<file path="src/rtl/AU_inc_gray.sv">
// Gray-code incrementer: o_gray is the modulo-2^WIDTH successor of i_gray.
// ARCH 1 toggles one bit chosen by parity; ARCH 0 and 2 go through binary.
module AU_inc_gray #(
    parameter int WIDTH = 4,
    parameter int ARCH  = 0
) (
    input  logic [WIDTH-1:0] i_gray,
    output logic [WIDTH-1:0] o_gray
);
    function automatic logic [WIDTH-1:0] g2b(input logic [WIDTH-1:0] g);
        logic [WIDTH-1:0] b;
        b[WIDTH-1] = g[WIDTH-1];
        for (int i = WIDTH - 2; i >= 0; i--) b[i] = b[i+1] ^ g[i];
        return b;
    endfunction

    generate
        if (ARCH == 1) begin : g_parity
            logic w_found;
            // Even parity flips bit 0; odd parity flips the bit above the
            // lowest set bit, or the MSB when that bit is already the MSB.
            always_comb begin
                o_gray  = i_gray;
                w_found = 1'b0;
                if (!(^i_gray)) begin
                    o_gray[0] = ~i_gray[0];
                end else begin
                    for (int i = 0; i < WIDTH - 1; i++) begin
                        if (!w_found && i_gray[i]) begin
                            o_gray[i+1] = ~i_gray[i+1];
                            w_found     = 1'b1;
                        end
                    end
                    if (!w_found) o_gray[WIDTH-1] = ~i_gray[WIDTH-1];
                end
            end
        end else begin : g_binary
            logic [WIDTH-1:0] w_bin_inc;
            assign w_bin_inc = g2b(i_gray) + 1'b1;
            assign o_gray    = w_bin_inc ^ (w_bin_inc >> 1);
        end
    endgenerate
endmodule

</file>
<file path="src/rtl/au_gray_fifo_ptr.sv">
// Gray-coded read/write pointer and flag controller for a 2^ADDR_WIDTH-entry
// synchronous FIFO; flags and count are registered from next-state pointers.
module au_gray_fifo_ptr #(
    parameter int ADDR_WIDTH = 4,
    parameter int ARCH       = 0
) (
    input  logic                  clk,
    input  logic                  rst_n,
    input  logic                  clr,
    input  logic                  push,
    input  logic                  pop,
    output logic                  push_ok,
    output logic                  pop_ok,
    output logic [ADDR_WIDTH-1:0] wr_addr,
    output logic [ADDR_WIDTH-1:0] rd_addr,
    output logic [ADDR_WIDTH:0]   wr_ptr_gray,
    output logic [ADDR_WIDTH:0]   rd_ptr_gray,
    output logic                  full,
    output logic                  empty,
    output logic [ADDR_WIDTH:0]   count,
    output logic                  ovf,
    output logic                  udf
);
    localparam int PTR_W = ADDR_WIDTH + 1;
    // Full means the pointers differ only in their top two Gray bits.
    localparam logic [PTR_W-1:0] FULL_MASK = {PTR_W{1'b1}} << (PTR_W - 2);

    generate
        if (ADDR_WIDTH < 1) begin : g_bad_aw
            $fatal(1, "au_gray_fifo_ptr: ADDR_WIDTH must be >= 1");
        end
        if (ARCH < 0 || ARCH > 2) begin : g_bad_arch
            $fatal(1, "au_gray_fifo_ptr: ARCH must be 0..2");
        end
    endgenerate

    function automatic logic [PTR_W-1:0] gray2bin(input logic [PTR_W-1:0] g);
        logic [PTR_W-1:0] b;
        b[PTR_W-1] = g[PTR_W-1];
        for (int i = PTR_W - 2; i >= 0; i--) b[i] = b[i+1] ^ g[i];
        return b;
    endfunction

    logic [PTR_W-1:0] r_wr_g, r_rd_g, r_count;
    logic             r_full, r_empty, r_ovf, r_udf;
    logic [PTR_W-1:0] w_wr_inc, w_rd_inc, w_wr_nxt, w_rd_nxt;
    logic             w_push_ok, w_pop_ok;

    AU_inc_gray #(.WIDTH(PTR_W), .ARCH(ARCH)) u_inc_wr (.i_gray(r_wr_g), .o_gray(w_wr_inc));
    AU_inc_gray #(.WIDTH(PTR_W), .ARCH(ARCH)) u_inc_rd (.i_gray(r_rd_g), .o_gray(w_rd_inc));

    assign w_push_ok = push & ~r_full;
    assign w_pop_ok  = pop & ~r_empty;
    assign w_wr_nxt  = w_push_ok ? w_wr_inc : r_wr_g;
    assign w_rd_nxt  = w_pop_ok  ? w_rd_inc : r_rd_g;

    always_ff @(posedge clk or negedge rst_n) begin
        if (!rst_n) begin
            r_wr_g  <= '0;
            r_rd_g  <= '0;
            r_count <= '0;
            r_full  <= 1'b0;
            r_empty <= 1'b1;
            r_ovf   <= 1'b0;
            r_udf   <= 1'b0;
        end else if (clr) begin
            r_wr_g  <= '0;
            r_rd_g  <= '0;
            r_count <= '0;
            r_full  <= 1'b0;
            r_empty <= 1'b1;
            r_ovf   <= 1'b0;
            r_udf   <= 1'b0;
        end else begin
            r_wr_g  <= w_wr_nxt;
            r_rd_g  <= w_rd_nxt;
            r_count <= gray2bin(w_wr_nxt) - gray2bin(w_rd_nxt);
            r_full  <= (w_wr_nxt == (w_rd_nxt ^ FULL_MASK));
            r_empty <= (w_wr_nxt == w_rd_nxt);
            r_ovf   <= r_ovf | (push & r_full);
            r_udf   <= r_udf | (pop & r_empty);
        end
    end

    assign push_ok     = w_push_ok;
    assign pop_ok      = w_pop_ok;
    assign wr_addr     = ADDR_WIDTH'(gray2bin(r_wr_g));
    assign rd_addr     = ADDR_WIDTH'(gray2bin(r_rd_g));
    assign wr_ptr_gray = r_wr_g;
    assign rd_ptr_gray = r_rd_g;
    assign full        = r_full;
    assign empty       = r_empty;
    assign count       = r_count;
    assign ovf         = r_ovf;
    assign udf         = r_udf;
endmodule
</file>
<file path="config.mk">
export PLATFORM = sky130hd
export DESIGN_NAME = au_gray_fifo_ptr
export DESIGN_NICKNAME = d
export VERILOG_FILES = /design/src/rtl/AU_inc_gray.sv /design/src/rtl/au_gray_fifo_ptr.sv
export SDC_FILE = /design/constraint.sdc
export NUM_CORES = 1
export LEC_CHECK = 0
export ABC_AREA = 1
export BUFFER_PORTS_ARGS = -buffer_cell sky130_fd_sc_hd__buf_4
export CAP_MARGIN = 20
export CORE_MARGIN = 3
export CORE_UTILIZATION = 43
export DETAILED_ROUTE_END_ITERATION = 16
export PLACE_DENSITY = 0.67
export SKIP_LAST_GASP = 1
export SLEW_MARGIN = 20
export SYNTH_ARGS = -nofsm -noshare
export SYNTH_HDL_FRONTEND = slang
export SYNTH_SLANG_ARGS = --single-unit
</file>
<file path="constraint.sdc">
create_clock -name clk -period 3.4 [get_ports clk]
set_input_delay 0.68 -clock clk [delete_from_list [all_inputs] [get_ports clk]]
set_output_delay 0.68 -clock clk [all_outputs]
set_load 0.005 [all_outputs]
</file>
==> flow_summary.toml <==
[outcome]
outcome = "complete, but fails checks"
violations = "setup timing"

[finish]
final_common_cell = "buf_4"
num_antenna_cells = 0
design_area_mm2 = 0.00258
final_cell_mix = "84 x buf_4, 43 x nand2_1, 19 x inv_1"
layout.cells.non_filler = 352
syn_to_final_growth_pct = 54.5
drive_above_1_share_pct = 54.9
finalNetCount = 320
fill_cells = 322

[clock_tree]
ctsHoldBuffers = 0
cts_num_sinks = 19
h-tree-depth = 1
clkTransAtPathRegs_ns = 0.07
cts_tree = "done"
clk_latency_ns = 0.26
clk_path_buf_depth = 2
cts_root_buffer = "clkbuf_8"
cts_buffers = 3

[yosys]
yosys.area.top_type = "dfrtp_1"
ys.flop_type = "dfrtp_1"
syn_avg_cell_area_um2 = 7.60
synth_top_area_share_pct = 26.9
yosysWarnings = 0
synth-edff-count = 0
synth-seq-area-share_pct = 28.5
synthTopCellsByArea = "dfrtp_1 27%, nand2_1 11%, ha_1 6.7%"
synthSimpleGateAreaFrac_pct = 41.4
synth_cells = 220
synth_xor_area_share_pct = 6.29
synth_compound_area_share_pct = 6.21
synth_seq_cells = 19
syn_area_mm2 = 0.00167
synth-async-reset-ratio_pct = 100
synth_cell_types = 29
synth-adder-area-share_pct = 7.93
syn-num-nets = 235
synthMuxAreaShare_pct = 0
synth_top_family_by_area = "simple AND/OR/NAND/NOR gates"

[setup_path]
critPathLaunchType = "register"
cp.required_ns = 3.59
cp.arrival_ns = 3.75
worstSetupPathType = "register to register"
endpoint_kind = "register"
cp_max_fo = 4

[global_routing]
grt_pass1_wl_um = 6850
grtUsageTotal_pct = 19.4
grt_pass1_vias = 1591
grt-ovfl-total = 0
antenna_found_initial = 0
grt_max_degree = 20

[drt]
ant_nets = 0
wl_per_cell_um = 11.6
post_drt_via_cell_ratio = 4.70
wirelength_um = 4090
drcViolationCount = 0
dr.pass1.iters = 4
drt_iter0_drc = 50
dr_total_vias = 1655

[power]
p_per_area_mw_per_mm2 = 684
finalPower_mw = 1.77
leakagePower_nw = 1.36
vdd_ir_drop_max_v = 0.000601

[timing]
fin_ws_ns = -0.161
report.final.setup_viol = 4
max_freq_ghz = 0.281
maxSlewViolCount = 0
relSlewSlack_pct = 63.8
finClkSkew_ns = 0.00407
fin_crit_sh_pct = 105
finalHoldViolations = 0
rsz0062_at_grt = "true"
period_minus_slack_ns = 3.56
tightestPinTransition_ns = 0.537

[floorplan]
ios = 34
row_count = 22
die_area_mm2 = 0.00467
die_h_um = 68.4
dieWidth_um = 68.4
core_area_mm2 = 0.00372
start_util_pct = 45.0

[place]
place_inst = 338
place_hpwl_um = 3230
portBuffers = 33
place_area_mm2 = 0.00237
pre_cts_slack_ns = -0.226
place.gp.congestion = 0.822

[worst_hold_path]
hold_path.class = "input pin to asynchronous set/reset pin"

[flow_run]
cap_violations = 0
[flip-flops by register name, indices dropped and copies added (netlist names)]
| name | cells |
|---|---|
| count | 5 |
| empty | 1 |
| full | 1 |
| ovf | 1 |
| rd_ptr_gray | 5 |
| udf | 1 |
| wr_ptr_gray | 5 |
[stage by stage]
stage	util [%]	TNS, ns	hold WS (ns)
finish	69.5	-0.466	0.287
global route	69.5	-1.20	0.290
CTS	67.2	-0.578	0.290
detailed placement	63.7	-0.683	0.495
global placement	63.7	-0.609	0.484
floorplan	-	-0.421	0.384
[metal layers]
layer	track usage [%]	share of wire [%]	wire, um
met5	0	0	0
met2	31.8	49	2010
met4	3.72	0.69	28
met3	3.45	3.0	124
met1	26.7	47	1920
[timing repair]
action	in CTS	in global routing
resized for setup	8	9
setup buffers	6	4
endpoints found under the setup margin	4	4
pin swaps	9	10
[cell type report]
type | instances | area (um2) | area share [%]
repair buffers | 84 | 631 | 24.4
flip-flops and latches | 19 | 477 | 18.5
well taps | 48 | 60.1 | 2.33
multi-input cells | 161 | 1220 | 47.4
clock inverters | 1 | 5.00 | 0.194
clock buffers | 3 | 41.3 | 1.60
inverters | 36 | 145 | 5.62
[cell usage after synthesis, types with 5 or more instances]
library cell	n
nand3_1	21
inv_1	29
nor2_1	18
ha_1	9
inv_2	7
nand3_2	11
a21oi_1	5
nand2_1	48
nand2_2	13
nand2_4	8
dfrtp_1	18
[cells by family (layout without fill, tap and decap cells)]
| kind of cell | count (synthesis) | after routing |
|---|---|---|
| flops | 19 | 19 |
| fa+ha+maj | 10 | 10 |
| buf+inv | 40 | 124 |
| simple gates | 125 | 125 |
| compound gates | 17 | 17 |
| xor+xnor | 9 | 9 |
[worst paths after layout]
kind                       cells after the start                      from  slack, ns                  endpoint
max in group asynchronous                      1                     rst_n       2.85           empty$_DFF_PN1_
max reg2reg                                   27  rd_ptr_gray[3]$_DFF_PN0_      -0.16        count[1]$_DFF_PN0_
max                                           27  rd_ptr_gray[3]$_DFF_PN0_      -0.16        count[1]$_DFF_PN0_
min in group clk                               2             udf$_DFF_PN0_       0.50             udf$_DFF_PN0_
min reg2reg                                    2             udf$_DFF_PN0_       0.50             udf$_DFF_PN0_
min                                            1                     rst_n       0.29  wr_ptr_gray[4]$_DFF_PN0_
[worst max-delay path, cell delays in order (launching register included)]
cell	delay [ns]
dfrtp_1	0.41
inv_2	0.08
nand2_4	0.06
nand2_4	0.07
inv_4	0.04
ha_4	0.27
inv_4	0.04
ha_4	0.26
inv_4	0.04
ha_4	0.23
inv_4	0.06
nand2_4	0.05
inv_2	0.06
nand2_4	0.05
nand2_4	0.10
nand2_4	0.06
nand2_4	0.09
nand2_4	0.07
nand2_1	0.07
nand3_2	0.08
nand2_4	0.10
xor2_4	0.16
xor2_1	0.17
ha_2	0.19
inv_2	0.04
fa_2	0.51
inv_1	0.05
nor2_1	0.08
[power breakdown]
group	internal, mW	leakage (nW)	switching (mW)	total (mW)
combinational	0.655	1.09	0.647	1.30
sequential	0.277	0.252	0.0319	0.309
clock	0.0815	0.0255	0.0750	0.157
total	1.01	1.36	0.754	1.77
Power figures use the tool's default switching activity.
